## src/rtl/pipe_pkg.sv

```systemverilog
// pipe_pkg: shared definitions for the pipeline stage register.
//   NOP_INSTR          - default bubble encoding for processor stage registers
//   OCC_EMPTY/ONE/FULL - values reported on the occupancy port
//   occ_state_e        - stage state decoded from the slot valid bits
package pipe_pkg;

   localparam logic [15:0] NOP_INSTR = 16'h0000;

   localparam logic [1:0] OCC_EMPTY = 2'd0;
   localparam logic [1:0] OCC_ONE   = 2'd1;
   localparam logic [1:0] OCC_FULL  = 2'd2;

   typedef enum logic [1:0] {
      StEmpty,
      StOne,
      StFull
   } occ_state_e;

endpackage

```

## src/rtl/pipe_slot.sv

```systemverilog
// pipe_slot: one storage entry (data register plus valid bit).
//   clk, reset : clock, asynchronous active-low reset
//   load       : write d into the slot and mark it valid
//   clear      : mark the slot invalid (wins over load; data is left untouched)
//   d          : write data
//   q, v       : stored data and valid bit
module pipe_slot #(
   parameter int unsigned       DATA_W = 16,
   parameter logic [DATA_W-1:0] BUBBLE = '0
) (
   input  logic              clk,
   input  logic              reset,
   input  logic              load,
   input  logic              clear,
   input  logic [DATA_W-1:0] d,
   output logic [DATA_W-1:0] q,
   output logic              v
);

   logic [DATA_W-1:0] data_q, data_d;
   logic              v_q, v_d;

   always_comb begin
      data_d = data_q;
      v_d    = v_q;
      if (clear) begin
         v_d = 1'b0;
      end else if (load) begin
         data_d = d;
         v_d    = 1'b1;
      end
   end

   always_ff @(posedge clk or negedge reset) begin
      if (!reset) begin
         data_q <= BUBBLE;
         v_q    <= 1'b0;
      end else begin
         data_q <= data_d;
         v_q    <= v_d;
      end
   end

   assign q = data_q;
   assign v = v_q;

endmodule

```

## src/rtl/pipe_stage_reg.sv

```systemverilog
// pipe_stage_reg: inter-stage pipeline register with valid/ready handshake,
// synchronous flush and an optional skid entry.
// Build option: define PIPE_STAGE_SKID_EN to add the skid slot S and make
// in_ready a pure register output (!S.v). Without it only slot M exists and
// in_ready = !M.v || out_ready.
//   clk, reset          : clock, asynchronous active-low reset
//   flush               : drop all held entries and any same-cycle input
//   in_valid/in_ready   : upstream handshake, in_data payload
//   out_valid/out_ready : downstream handshake, out_data head or BUBBLE
//   occupancy           : number of held entries
module pipe_stage_reg
   import pipe_pkg::*;
#(
   parameter int unsigned       DATA_W = 16,
   parameter logic [DATA_W-1:0] BUBBLE = DATA_W'(NOP_INSTR)
) (
   input  logic              clk,
   input  logic              reset,
   input  logic              flush,
   input  logic              in_valid,
   output logic              in_ready,
   input  logic [DATA_W-1:0] in_data,
   output logic              out_valid,
   input  logic              out_ready,
   output logic [DATA_W-1:0] out_data,
   output logic [1:0]        occupancy
);

   logic              accept, consume;
   logic              m_load, m_clear, m_v;
   logic [DATA_W-1:0] m_d, m_q;
   logic              s_v;
   occ_state_e        state;

   pipe_slot #(
      .DATA_W(DATA_W),
      .BUBBLE(BUBBLE)
   ) u_slot_m (
      .clk  (clk),
      .reset(reset),
      .load (m_load),
      .clear(m_clear),
      .d    (m_d),
      .q    (m_q),
      .v    (m_v)
   );

`ifdef PIPE_STAGE_SKID_EN
   logic              s_load, s_clear;
   logic [DATA_W-1:0] s_q;

   pipe_slot #(
      .DATA_W(DATA_W),
      .BUBBLE(BUBBLE)
   ) u_slot_s (
      .clk  (clk),
      .reset(reset),
      .load (s_load),
      .clear(s_clear),
      .d    (in_data),
      .q    (s_q),
      .v    (s_v)
   );

   // Registered ready: no path from out_ready, one spare entry absorbs the stall.
   assign in_ready = !s_v;
`else
   assign s_v      = 1'b0;
   assign in_ready = !m_v || out_ready;
`endif

   assign accept    = in_valid && in_ready;
   assign consume   = m_v && out_ready;
   assign out_valid = m_v;
   assign out_data  = m_v ? m_q : BUBBLE;

   // S is only ever valid behind a valid M, so two bits fully decode the state.
   always_comb begin
      state = StEmpty;
      if (s_v)      state = StFull;
      else if (m_v) state = StOne;
   end

   always_comb begin
      m_load  = 1'b0;
      m_clear = 1'b0;
      m_d     = in_data;
`ifdef PIPE_STAGE_SKID_EN
      s_load  = 1'b0;
      s_clear = 1'b0;
`endif
      if (flush) begin
         // Same-cycle accept is dropped; a same-cycle consume still completes.
         m_clear = 1'b1;
`ifdef PIPE_STAGE_SKID_EN
         s_clear = 1'b1;
`endif
      end else begin
         unique case (state)
            StEmpty: begin
               if (accept) m_load = 1'b1;
            end
            StOne: begin
               if (accept) begin
`ifdef PIPE_STAGE_SKID_EN
                  if (consume) m_load = 1'b1;
                  else         s_load = 1'b1;
`else
                  // Without skid, accepting while M is valid implies a consume.
                  m_load = 1'b1;
`endif
               end else if (consume) begin
                  m_clear = 1'b1;
               end
            end
            StFull: begin
`ifdef PIPE_STAGE_SKID_EN
               if (consume) begin
                  m_load  = 1'b1;
                  m_d     = s_q;
                  s_clear = 1'b1;
               end
`endif
            end
            default: ;
         endcase
      end
   end

`ifdef PIPE_STAGE_SKID_EN
   always_comb begin
      unique case (state)
         StFull:  occupancy = OCC_FULL;
         StOne:   occupancy = OCC_ONE;
         default: occupancy = OCC_EMPTY;
      endcase
   end
`else
   assign occupancy = m_v ? OCC_ONE : OCC_EMPTY;
`endif

endmodule

```

## config.mk

```make
export PLATFORM = sky130hd
export DESIGN_NAME = pipe_stage_reg
export DESIGN_NICKNAME = d
export VERILOG_FILES = /design/src/rtl/pipe_pkg.sv /design/src/rtl/pipe_slot.sv /design/src/rtl/pipe_stage_reg.sv
export SDC_FILE = /design/constraint.sdc
export NUM_CORES = 1
export LEC_CHECK = 0
export CAP_MARGIN = 30
export CORE_MARGIN = 4
export CORE_UTILIZATION = 34
export CTS_CLUSTER_SIZE = 8
export DETAILED_ROUTE_END_ITERATION = 16
export GPL_ROUTABILITY_DRIVEN = 0
export HOLD_SLACK_MARGIN = 0.12
export PLACE_DENSITY = 0.73
export SYNTH_ARGS = -nofsm -noshare
export SYNTH_HDL_FRONTEND = slang
export SYNTH_SLANG_ARGS = --single-unit
```

## constraint.sdc

```tcl
create_clock -name clk -period 1.59 [get_ports clk]
set_clock_uncertainty 0.1 [all_clocks]
set_input_delay 0.2385 -clock clk [delete_from_list [all_inputs] [get_ports clk]]
set_output_delay 0.2385 -clock clk [all_outputs]
set_load 0.02 [all_outputs]
```

==> flow_metrics.env <==
export IMPL_drc=0
export IMPL_crit_end="u_slot_m.q[7]"
export IMPL_critPathSlowestCell="dfrtp_2"
export IMPL_track_usage_pct=11.9
export IMPL_fp_dieW_um=56.3
export IMPL_r2r_setup_slack_ns=0.06
export IMPL_start_kind="register"
export IMPL_io_buffers=39
export IMPL_max_cap_violations=0
export IMPL_ys_seq_area_share_pct=53.5
export IMPL_clock_sinks=17
export IMPL_synth_seq_cells=17
export IMPL_dr_pass1_iters=2
export IMPL_power_density_nw_per_um2=871
export IMPL_crit_cells=4
export IMPL_clk_path_buf_depth=2
export IMPL_cts_htree_levels=1
export IMPL_grt_max_degree=18
export IMPL_end_kind="register"
export IMPL_critical_path_required_ns=1.67
export IMPL_cts_buffers=3
export IMPL_r2r_end="u_slot_m.q[7]"
export IMPL_final_antenna_net_count=0
export IMPL_diodes=0
export IMPL_wl_per_cell_um=12.8
export IMPL_die_h_um=56.3
export IMPL_cpLargestDelayFamily="flip-flops"
export IMPL_num_vias=583
export IMPL_clock_latency_ns=0.28
export IMPL_status="finished, final reports clean"
export IMPL_clk_pin_slew_worst_paths_ns=0.10
export IMPL_power_mw=1.10
export IMPL_coreArea_um2=2210
export IMPL_post_route_min_period_ns=1.53
export IMPL_synth_warnings=0
export IMPL_cts_tree="built"
export IMPL_cp_startpoint="u_slot_m.v"
export IMPL_postLayoutCoreUtil_pct=57.1
export IMPL_rsz0062_at_grt="yes"
export IMPL_pin_count=41
export IMPL_layout_commonest_cell="clkdlybuf4s50_1"
export IMPL_finalCritPeriodShare_pct=96.3
export IMPL_rr_worst_depth=4
export IMPL_syn_avg_cell_area_um2=13.5
export IMPL_leakagePower_nw=0.598
export IMPL_finalHoldViolCount=0
export IMPL_drive_above_1_share_pct=50.0
export IMPL_synth_area_um2=795
export IMPL_start_util_pct=35.9
export IMPL_syn_inst=59
export IMPL_regToRegStartpoint="u_slot_m.v"
export IMPL_ir_drop_mv=0.425
export IMPL_final_cell_mix="clkdlybuf4s50_1 (20), dfrtp_1 (16), and2_1 (10), mux2_4 (10), buf_2 (9)"
export IMPL_crit_arrival_ns=1.61
export IMPL_grt_pass1_vias=693
export IMPL_critPathMaxStageDelay_ns=0.44
export IMPL_dieArea_um2=3170
export IMPL_final_setup_viol_count=0
export IMPL_clock_fmax_mhz=653
export IMPL_post_dp_hpwl_um=1320
export IMPL_grt_antenna_before_repair=0
export IMPL_synth_cell_types=12
export IMPL_rows=17
export IMPL_drt_total_wl_um=1690
export IMPL_hold_class="input port to asynchronous set/reset pin"
export IMPL_initialDrtViolationCount=5
export IMPL_cts_root_buffer="clkbuf_4"
export IMPL_path_max_fanout=8
export IMPL_crit_buf_inv=1
export IMPL_critical_path_cell_chain="nor2b_4 > nor3b_4 > buf_4 > mux2_2"
export IMPL_grt_pass1_wl_um=3000
export IMPL_routed_via_density=4.42
export IMPL_area_growth_pct=58.9
export IMPL_synthesis_nets=80
export IMPL_critPathKind="register to register"
export IMPL_grt_overflow_total=0
export IMPL_fin_nets=126
export IMPL_drv_slew=0
-- final cells by class --
type	instances	area [um2]
tap	28	35.0
timing repair buffer	45	397
fill	200	950
multi-input combinational	37	373
inverter	1	3.75
clock buffer	3	22.5
clock inverter	1	5.00
sequential	17	427
-- per-stage QoR --
step                      cell area [um2]  setup TNS, ns  hold slack [ns]  worst slack (ns)  std cells
final                                1260              0            0.160            0.0589        132
after global routing                 1260        -0.0137            0.182          -0.00694        132
after CTS                            1260         -0.336            0.162           -0.0506        133
after detailed placement             1250          -3.84            0.390            -0.206        125
after global placement               1250          -3.37            0.383            -0.187        125
after floorplan                       833         -0.948           -0.157           -0.0948         59
-- cells by family after synthesis --
kind of cell           after synthesis  share of synthesized area, %
other                                1                         0.472
buffers and inverters                5                          4.72
and+or+nand+nor                     20                          18.6
muxes                               16                          22.7
DFF                                 17                          53.5
-- synth_stat cells (all sizes together) --
cell	count	share of area, %
and2	16	14
buf	3	3.8
clkbuf	1	0.47
conb	1	0.47
dfrtp	17	54
inv	1	0.47
mux2	16	23
nor2	2	0.95
nor2b	1	1.7
nor3b	1	2.4
-- metal layers --
layer / up-vias / track usage (%) / wire [um]
met5: - / 0 / 0
met4: 0 / 4.07 / 0
met3: 0 / 4.37 / 155
met2: 22 / 21.5 / 889
met1: 283 / 12.7 / 644
li1: 278 / - / -
-- flip-flops by register name (all words and copies together), names as in the netlist --
name,cells
u_slot_m.v,1
u_slot_m.q,16
-- power by group --
| group | internal, mW | switching, mW | total [mW] |
|---|---|---|---|
| combinational | 0.205 | 0.126 | 0.331 |
| sequential | 0.503 | 0.0355 | 0.539 |
| clock | 0.0935 | 0.136 | 0.230 |
-- how the worst min path moves through the flow --
stage                    from              to  slack (ns)
2_1_floorplan           reset   u_slot_m.q[0]       -0.16
3_3_place_gp    u_slot_m.q[7]   u_slot_m.q[7]        0.38
3_5_place_dp   u_slot_m.q[13]  u_slot_m.q[13]        0.39
4_1_cts                 reset   u_slot_m.q[3]        0.16
5_1_grt                 reset   u_slot_m.q[3]        0.18
6_report                reset   u_slot_m.q[3]        0.16
-- timing repair --
action,CTS,global route
endpoints found under the setup margin,35,17
pin swaps,0,0
buffers inserted,4,0
resized for setup,78,10
hold buffers,0,0
(Power assumes the default switching activity.)
